`src/rtl/uart_rx_ctrl_pkg.sv`:
```
// Shared types and helpers for the UART RX control path.
// Used by the RX sequencer, its counter block and verification monitors.
package uart_rx_ctrl_pkg;

  localparam int unsigned BIT_CNT_W = 4;

  typedef enum logic [2:0] {
    IDLE   = 3'd0,
    START  = 3'd1,
    DATA   = 3'd2,
    PARITY = 3'd3,
    STOP   = 3'd4
  } rx_state_t;

  // Oversample edge at which the sampler's majority bit has settled.
  function automatic int unsigned sample_edge(input int unsigned p);
    return (p >> 1) + 32'd2;
  endfunction

  function automatic logic prescale_legal(input int unsigned p);
    return (p == 32'd8) || (p == 32'd16) || (p == 32'd32);
  endfunction

endpackage

```
`src/rtl/uart_rx_edge_bit_cnt.sv`:
```
// Per-bit oversample edge counter and frame bit counter.
// The edge counter wraps at edge_max and carries into the bit counter.
module uart_rx_edge_bit_cnt
  import uart_rx_ctrl_pkg::*;
#(
  parameter int unsigned PRESC_W = 6
) (
  input  logic                 clk,
  input  logic                 rst,
  input  logic                 cnt_en,
  input  logic                 cnt_clr,
  input  logic [PRESC_W-1:0]   edge_max,
  output logic [PRESC_W-1:0]   edge_cnt,
  output logic [BIT_CNT_W-1:0] bit_cnt,
  output logic                 edge_last_c
);

  logic [PRESC_W-1:0]   edge_cnt_q, edge_cnt_d;
  logic [BIT_CNT_W-1:0] bit_cnt_q, bit_cnt_d;

  assign edge_last_c = (edge_cnt_q == edge_max);

  // Clear dominates; otherwise count and carry into the bit index on wrap.
  always_comb begin
    edge_cnt_d = edge_cnt_q;
    bit_cnt_d  = bit_cnt_q;
    if (cnt_clr) begin
      edge_cnt_d = '0;
      bit_cnt_d  = '0;
    end else if (cnt_en) begin
      if (edge_last_c) begin
        edge_cnt_d = '0;
        bit_cnt_d  = bit_cnt_q + BIT_CNT_W'(1);
      end else begin
        edge_cnt_d = edge_cnt_q + PRESC_W'(1);
      end
    end
  end

  always_ff @(posedge clk or negedge rst) begin
    if (!rst) begin
      edge_cnt_q <= '0;
      bit_cnt_q  <= '0;
    end else begin
      edge_cnt_q <= edge_cnt_d;
      bit_cnt_q  <= bit_cnt_d;
    end
  end

  assign edge_cnt = edge_cnt_q;
  assign bit_cnt  = bit_cnt_q;

endmodule

```
`src/rtl/uart_rx_ctrl.sv`:
```
// UART RX sequencer: start detection, bit timing, checker enables and
// the per-frame data_valid pulse.
module uart_rx_ctrl
  import uart_rx_ctrl_pkg::*;
#(
  parameter int unsigned DATA_WIDTH = 8,
  parameter int unsigned PRESC_W    = 6
) (
  input  logic                 clk,
  input  logic                 rst,
  input  logic                 rx_in,
  input  logic [PRESC_W-1:0]   prescale,
  input  logic                 par_en,
  input  logic                 strt_glitch,
  input  logic                 par_err,
  input  logic                 stp_err,
  output logic [PRESC_W-1:0]   edge_cnt,
  output logic [BIT_CNT_W-1:0] bit_cnt,
  output logic                 dat_samp_en,
  output logic                 strt_chk_en,
  output logic                 deser_en,
  output logic                 par_chk_en,
  output logic                 stp_chk_en,
  output logic                 data_valid
);

  rx_state_t          state_q, state_d;
  logic [PRESC_W-1:0] presc_q, presc_d;
  logic               par_en_q, par_en_d;
  logic               dat_samp_en_q, dat_samp_en_d;
  logic               strt_chk_en_q, strt_chk_en_d;
  logic               deser_en_q, deser_en_d;
  logic               par_chk_en_q, par_chk_en_d;
  logic               stp_chk_en_q, stp_chk_en_d;
  logic               data_valid_q, data_valid_d;

  logic               cnt_en;
  logic               cnt_clr;
  logic               edge_last;
  logic [PRESC_W-1:0] edge_max;
  logic [PRESC_W-1:0] samp_m1;
  logic               pre_samp;
  logic               last_data_bit;

  assign edge_max      = presc_q - PRESC_W'(1);
  assign samp_m1       = PRESC_W'(sample_edge(32'(presc_q)) - 32'd1);
  assign cnt_en        = (state_q != IDLE);
  // Enables are registered, so decode one edge early to land on the sample edge.
  assign pre_samp      = (edge_cnt == samp_m1);
  assign last_data_bit = (bit_cnt == BIT_CNT_W'(DATA_WIDTH));

  uart_rx_edge_bit_cnt #(
    .PRESC_W (PRESC_W)
  ) u_cnt (
    .clk         (clk),
    .rst         (rst),
    .cnt_en      (cnt_en),
    .cnt_clr     (cnt_clr),
    .edge_max    (edge_max),
    .edge_cnt    (edge_cnt),
    .bit_cnt     (bit_cnt),
    .edge_last_c (edge_last)
  );

  always_comb begin
    state_d      = state_q;
    presc_d      = presc_q;
    par_en_d     = par_en_q;
    cnt_clr      = 1'b0;
    data_valid_d = 1'b0;

    unique case (state_q)
      IDLE: begin
        if (!rx_in) begin
          state_d  = START;
          presc_d  = prescale;
          par_en_d = par_en;
        end
      end
      START: begin
        if (edge_last) state_d = strt_glitch ? IDLE : DATA;
      end
      DATA: begin
        if (edge_last && last_data_bit) state_d = par_en_q ? PARITY : STOP;
      end
      PARITY: begin
        if (edge_last) state_d = STOP;
      end
      STOP: begin
        if (edge_last) begin
          data_valid_d = !((par_en_q & par_err) | stp_err);
          // A low line at the end of the stop bit is the next start bit.
          if (!rx_in) begin
            state_d  = START;
            presc_d  = prescale;
            par_en_d = par_en;
            cnt_clr  = 1'b1;
          end else begin
            state_d = IDLE;
          end
        end
      end
      default: state_d = IDLE;
    endcase

    if (state_d == IDLE) cnt_clr = 1'b1;

    dat_samp_en_d = (state_d != IDLE);
    strt_chk_en_d = (state_q == START)  && pre_samp;
    deser_en_d    = (state_q == DATA)   && pre_samp;
    par_chk_en_d  = (state_q == PARITY) && pre_samp;
    stp_chk_en_d  = (state_q == STOP)   && pre_samp;
  end

  always_ff @(posedge clk or negedge rst) begin
    if (!rst) begin
      state_q       <= IDLE;
      presc_q       <= PRESC_W'(8);
      par_en_q      <= 1'b0;
      dat_samp_en_q <= 1'b0;
      strt_chk_en_q <= 1'b0;
      deser_en_q    <= 1'b0;
      par_chk_en_q  <= 1'b0;
      stp_chk_en_q  <= 1'b0;
      data_valid_q  <= 1'b0;
    end else begin
      state_q       <= state_d;
      presc_q       <= presc_d;
      par_en_q      <= par_en_d;
      dat_samp_en_q <= dat_samp_en_d;
      strt_chk_en_q <= strt_chk_en_d;
      deser_en_q    <= deser_en_d;
      par_chk_en_q  <= par_chk_en_d;
      stp_chk_en_q  <= stp_chk_en_d;
      data_valid_q  <= data_valid_d;
    end
  end

  assign dat_samp_en = dat_samp_en_q;
  assign strt_chk_en = strt_chk_en_q;
  assign deser_en    = deser_en_q;
  assign par_chk_en  = par_chk_en_q;
  assign stp_chk_en  = stp_chk_en_q;
  assign data_valid  = data_valid_q;

  // Flag an oversampling ratio the bit timing was not built for.
  a_prescale_legal : assert property (@(posedge clk) disable iff (!rst)
    (((state_q == IDLE) || ((state_q == STOP) && edge_last)) && !rx_in)
      |-> prescale_legal(32'(prescale)))
    else $error("uart_rx_ctrl: unsupported prescale %0d", prescale);

endmodule

```
`config.mk`:
```
export PLATFORM = sky130hd
export DESIGN_NAME = uart_rx_ctrl
export DESIGN_NICKNAME = d
export VERILOG_FILES = /design/src/rtl/uart_rx_ctrl_pkg.sv /design/src/rtl/uart_rx_edge_bit_cnt.sv /design/src/rtl/uart_rx_ctrl.sv
export SDC_FILE = /design/constraint.sdc
export NUM_CORES = 1
export LEC_CHECK = 0
export BUFFER_PORTS_ARGS = -buffer_cell sky130_fd_sc_hd__buf_2
export CAP_MARGIN = 10
export CORE_ASPECT_RATIO = 1.25
export CORE_UTILIZATION = 30
export CTS_CLUSTER_SIZE = 30
export DETAILED_ROUTE_END_ITERATION = 8
export GPL_ROUTABILITY_DRIVEN = 0
export SYNTH_ARGS = -nofsm -noshare
export SYNTH_HDL_FRONTEND = slang
export SYNTH_SLANG_ARGS = --single-unit
```
`constraint.sdc`:
```
create_clock -name clk -period 2.64 [get_ports clk]
set_input_delay 0.132 -clock clk [delete_from_list [all_inputs] [get_ports clk]]
set_output_delay 0.132 -clock clk [all_outputs]
set_load 0.005 [all_outputs]
```
# Word-level counts from Yosys, hierarchy flattened
# Cells that the tools add are included.
# word_totals
ff_bits	26
in_bits	13
# classes
add_sub_neg	5
eq_ne	8
n_mux	27
n_bitwise	2
n_reduce_logical	15
# ops
cell	n
$mux 6	5
$mux 3	6
$pmux 3 s5	1
$eq 6x6->1	2
$mux 4	3
$pmux 6 s2	1
$sub 6x1->6 const B	2
$mux 1	9
$add 5x2->6 const B	1
$add 6x1->6 const B	1
$eq 3x2->1 const B	2
$logic_not 3->1	2
$reduce_bool 2->1	3
$reduce_bool 3->1	2
$logic_and 1x1->1	5
$add 4x1->4 const B	1
$eq 4x4->1 const B	1
$reduce_and 2->1	2
$eq 3x1->1 const B	1
$eq 3x3->1 const B	1
$mux 2	1
$ne 2x2->1 const B	1
$pmux 1 s2	1
$and 1x1->1	1
other kinds (2)	2

# Depth between registers and ports, before layout
# depth
word_depth	9
depth_mapped	9

# Hierarchy
# Synthesis repeated with hierarchy kept, for this count alone.
# unflattened
hier_cells	156
area_unflattened_um2	1611.5
# modules_own_cells
mod	instances	cells_per_inst	area_each_um2	seq_area_each_um2
uart_rx_ctrl	1	92	972.2	401.6
uart_rx_edge_bit_cnt	1	64	639.4	250.2

# Worst setup path after synthesis
# OpenSTA, ideal clock, no wires.
# synth_timing
path_kind	flip-flop to flip-flop
startpoint	register presc_q[0]
endpoint	register u_cnt.bit_cnt_q[3] (netlist: u_cnt.bit_cnt[3])
setup_ns	0.094
arrival_time_ns	2.212
t_required_ns	2.546
path_slack_ns	0.334
stages_incl_launch_ff	8
synth_period_minus_slack_ns	2.306
cell_sequence	dfrtp_1 -> inv_1 -> ha_1 -> o211a_2 -> o31ai_1 -> nand2_2 -> or4_1 -> a211oi_1
# synth_via
elab_chain_cells	9
word_cells_on_any_way	16
cone_classes	add/sub (1); eq/ne (1); mux (9); reduce/logical (5)
# synth_lines
item	line	text
from (decl)	uart_rx_ctrl.sv:28	logic [PRESC_W-1:0] presc_q, presc_d;
from (signal assigned)	uart_rx_ctrl.sv:128	presc_q <= presc_d;
$sub 6x1->6 (*)	uart_rx_ctrl.sv:45	assign edge_max = presc_q - PRESC_W'(1);
$eq 6x6->1 (*)	uart_rx_edge_bit_cnt.sv:21	assign edge_last_c = (edge_cnt_q == edge_max);
$logic_and 1x1->1	uart_rx_ctrl.sv:84	if (edge_last && last_data_bit) state_d = par_en_q ? PARITY : STOP;
$mux 3	uart_rx_ctrl.sv:84	
$pmux 3 s5	uart_rx_ctrl.sv:72	unique case (state_q)
$logic_not 3->1	uart_rx_ctrl.sv:106	if (state_d == IDLE) cnt_clr = 1'b1;
$mux 1	uart_rx_ctrl.sv:106	
$reduce_bool 2->1 (no line)	n/a	
$reduce_and 2->1 (no line)	n/a	
to (signal assigned)	uart_rx_edge_bit_cnt.sv:46	bit_cnt_q <= bit_cnt_d;
to (decl)	uart_rx_edge_bit_cnt.sv:19	logic [BIT_CNT_W-1:0] bit_cnt_q, bit_cnt_d;
# Mark *: on every way between the ends. The rest lies on a longest branch, timed or not.
# A chain may end at the register's enable or synchronous reset.

# Worst setup path in the final report
# Ends and elaborated chain as after synthesis.

==> flow_metrics.tcl <==
set metrics [dict create \
    skew_ns 0.00660 \
    wl_per_cell_um 13.7 \
    required_ns 2.81 \
    rsz0062_at_grt "no" \
    clock_latency_ns 0.27 \
    die_y_um 84.9 \
    max_cap_violations 0 \
    design_area_um2 1920 \
    fillers 551 \
    antenna_found_initial 0 \
    die_w_um 68.3 \
    place_area_um2 1860 \
    max_freq_mhz 415 \
    dieArea_um2 5800 \
    timing.critical_path.from "presc_q[0]$_DFFE_PN0P_" \
    totalWireLength_um 3660 \
    syn_to_final_growth_pct 16.6 \
    fin_total_pwr_mw 0.681 \
    syn_nets 198 \
    dp_slack_ns 0.228 \
    powerDensity_nw_per_um2 354 \
    relSlewSlack 0.506 \
    clock-root-buffer "clkbuf_8" \
    layout_commonest_cell "buf_2" \
    cp-start-kind "flip-flop" \
    fin_setup_tns_ns 0 \
    clk_pin_slew_worst_paths_ns 0.09 \
    synth_area_um2 1650 \
    status "finished clean" \
    clk_path_buf_depth 2 \
    crit_arrival_ns 2.58 \
    ys_top_cells_by_area "dfrtp_1, xnor2_1, mux2_1, ha_1, nand2_1" \
    gr-max-usage-layer "met2" \
    dp_hpwl_um 2750 \
    setup_slack_ns 0.230 \
    ys_warn_count 0 \
    final_core_util 0.371 \
    slew_violations 0 \
    grt_use_met2 0.238 \
    avgSynthCellArea_um2 9.22 \
    numCtsBuffers 3 \
    regArea_um2 653 \
    path_max_fanout 7 \
    vias 1397 \
    ant_nets 0 \
    grt_first_pass_wirelength_um 6330 \
    reg2reg_from "presc_q[0]$_DFFE_PN0P_" \
    hold_viol_final 0 \
    ir_worst_vdd_v 0.000221 \
    worstMarginPinSlew_ns 0.738 \
    initial_core_util 0.318 \
    multi_input_area_um2 906 \
    async_flop_share 1.00 \
    period_share 0.913 \
    dr.first_iter.drc_count 47 \
    fin_nets 226 \
    criticalPathCategory "flip-flop to flip-flop" \
    ios 29 \
    stdcell_count 268 \
    grt_remaining_overflow 0 \
    syn_inst 179 \
    h-tree-depth 1 \
    rr_worst_depth 9 \
    leakage_nw 0.856 \
    hp-start "stp_err" \
    finalCriticalPeriod_ns 2.41 \
    use_met1 0.190 \
    yosysUniqueCellTypes 46 \
    final-setup-viol-count 0 \
    hold_path.class "input port to flip-flop" \
    hold_ws_ns 0.0306 \
    port_buffers 28 \
    yosys_register_bits 26 \
    synth_top_cell_area_share 0.379 \
    worst_setup_path_end_kind "flip-flop" \
    std_cell_rows 29 \
    drive_gt1_frac 0.223 \
    cts_tree "built" \
    grt_util_met3 0.0161 \
    yosysSeqAreaShare 0.395 \
    grt_pass1_vias 1360 \
    dp.cells 263 \
    route.detailed.drc 0 \
    r2r_slack_ns 0.23 \
    numClockSinks 26 \
    grt_usage 0.143 \
    ys.flop_type "dfrtp_1" \
    synth_edf_count 0 \
    min_path_cells 2 \
    final_cell_mix "buf_2, dfrtp_1, nand2_1" \
    via_per_inst 5.21 \
    yosys.area.top_type "dfrtp_1" \
    fp.coreArea_um2 5190 \
    antenna_cells 0 \
    grt_max_degree 27 \
    drt_pass1_iterations 4 \
]
==> layer usage <==
metal / wire length [um] / up-vias
met5: 0 / -
met2: 1900 / 32
met3: 118 / 2
met1: 1600 / 680
li1: - / 683
met4: 42 / 0
==> cells in the mapped netlist, drive strengths merged, types with 4 or more instances <==
master   n
nand3   11
nand2   18
ha       6
xnor2   12
xor2     4
nor2    12
nand4    4
o31ai    5
dfrtp   25
clkbuf  10
a21oi    6
inv     10
mux2     8
o21ai    8
nor3     4
==> sequential cells by signal, indices dropped and copies added (netlist names) <==
register        count
strt_chk_en         1
u_cnt.bit_cnt       4
stp_chk_en          1
presc_q             6
dat_samp_en         1
u_cnt.edge_cnt      6
deser_en            1
data_valid          1
par_en_q            1
state_q             3
par_chk_en          1
==> critical path, stage by stage (launching register included) <==
cell      delay (ns)
dfrtp_2         0.44
inv_1           0.06
ha_1            0.24
xnor2_1         0.16
nor2_1          0.06
o31ai_1         0.30
buf_4           0.19
nand2_2         0.10
or4_1           0.52
a211oi_1        0.26
==> kinds of logic after synthesis <==
| kind of cell | count (synthesis) | synth area share |
|---|---|---|
| compound gates | 32 | 0.127 |
| xor+xnor | 16 | 0.0849 |
| fa+ha+maj | 6 | 0.0455 |
| buf+inv | 22 | 0.0561 |
| flops | 26 | 0.395 |
| mux | 9 | 0.0607 |
| simple gates | 68 | 0.231 |
==> layout make-up <==
type | instances | area share
clock buffers | 4 | 0.0286
inverters | 10 | 0.0195
multi-input cells | 131 | 0.471
flip-flops and latches | 26 | 0.339
well taps | 62 | 0.0403
repair buffers | 35 | 0.101
==> final timing paths <==
check / endpoint
worst max register to register: u_cnt.bit_cnt[3]$_DFFE_PN0P_
worst max-delay path: u_cnt.bit_cnt[3]$_DFFE_PN0P_
max in group asynchronous: presc_q[0]$_DFFE_PN0P_
min in group asynchronous: u_cnt.edge_cnt[5]$_DFFE_PN0P_
worst min register to register: u_cnt.bit_cnt[3]$_DFFE_PN0P_
worst min-delay path: data_valid$_DFF_PN0_
==> power by group <==
| part | switching, mW | internal, mW |
|---|---|---|
| clock | 0.127 | 0.133 |
| sequential | 0 | 0.398 |
| combinational | 0.0138 | 0.00923 |
| total | 0.140 | 0.540 |
==> repair_timing <==
action | in CTS | in global routing
hold buffers | 1 | 0
resized for setup | 0 | 1
hold endpoints to repair | 25 | 0
endpoints found under the setup margin | 0 | 1
buffers inserted | 0 | 0
No activity file was read; power rests on OpenSTA's default activity.
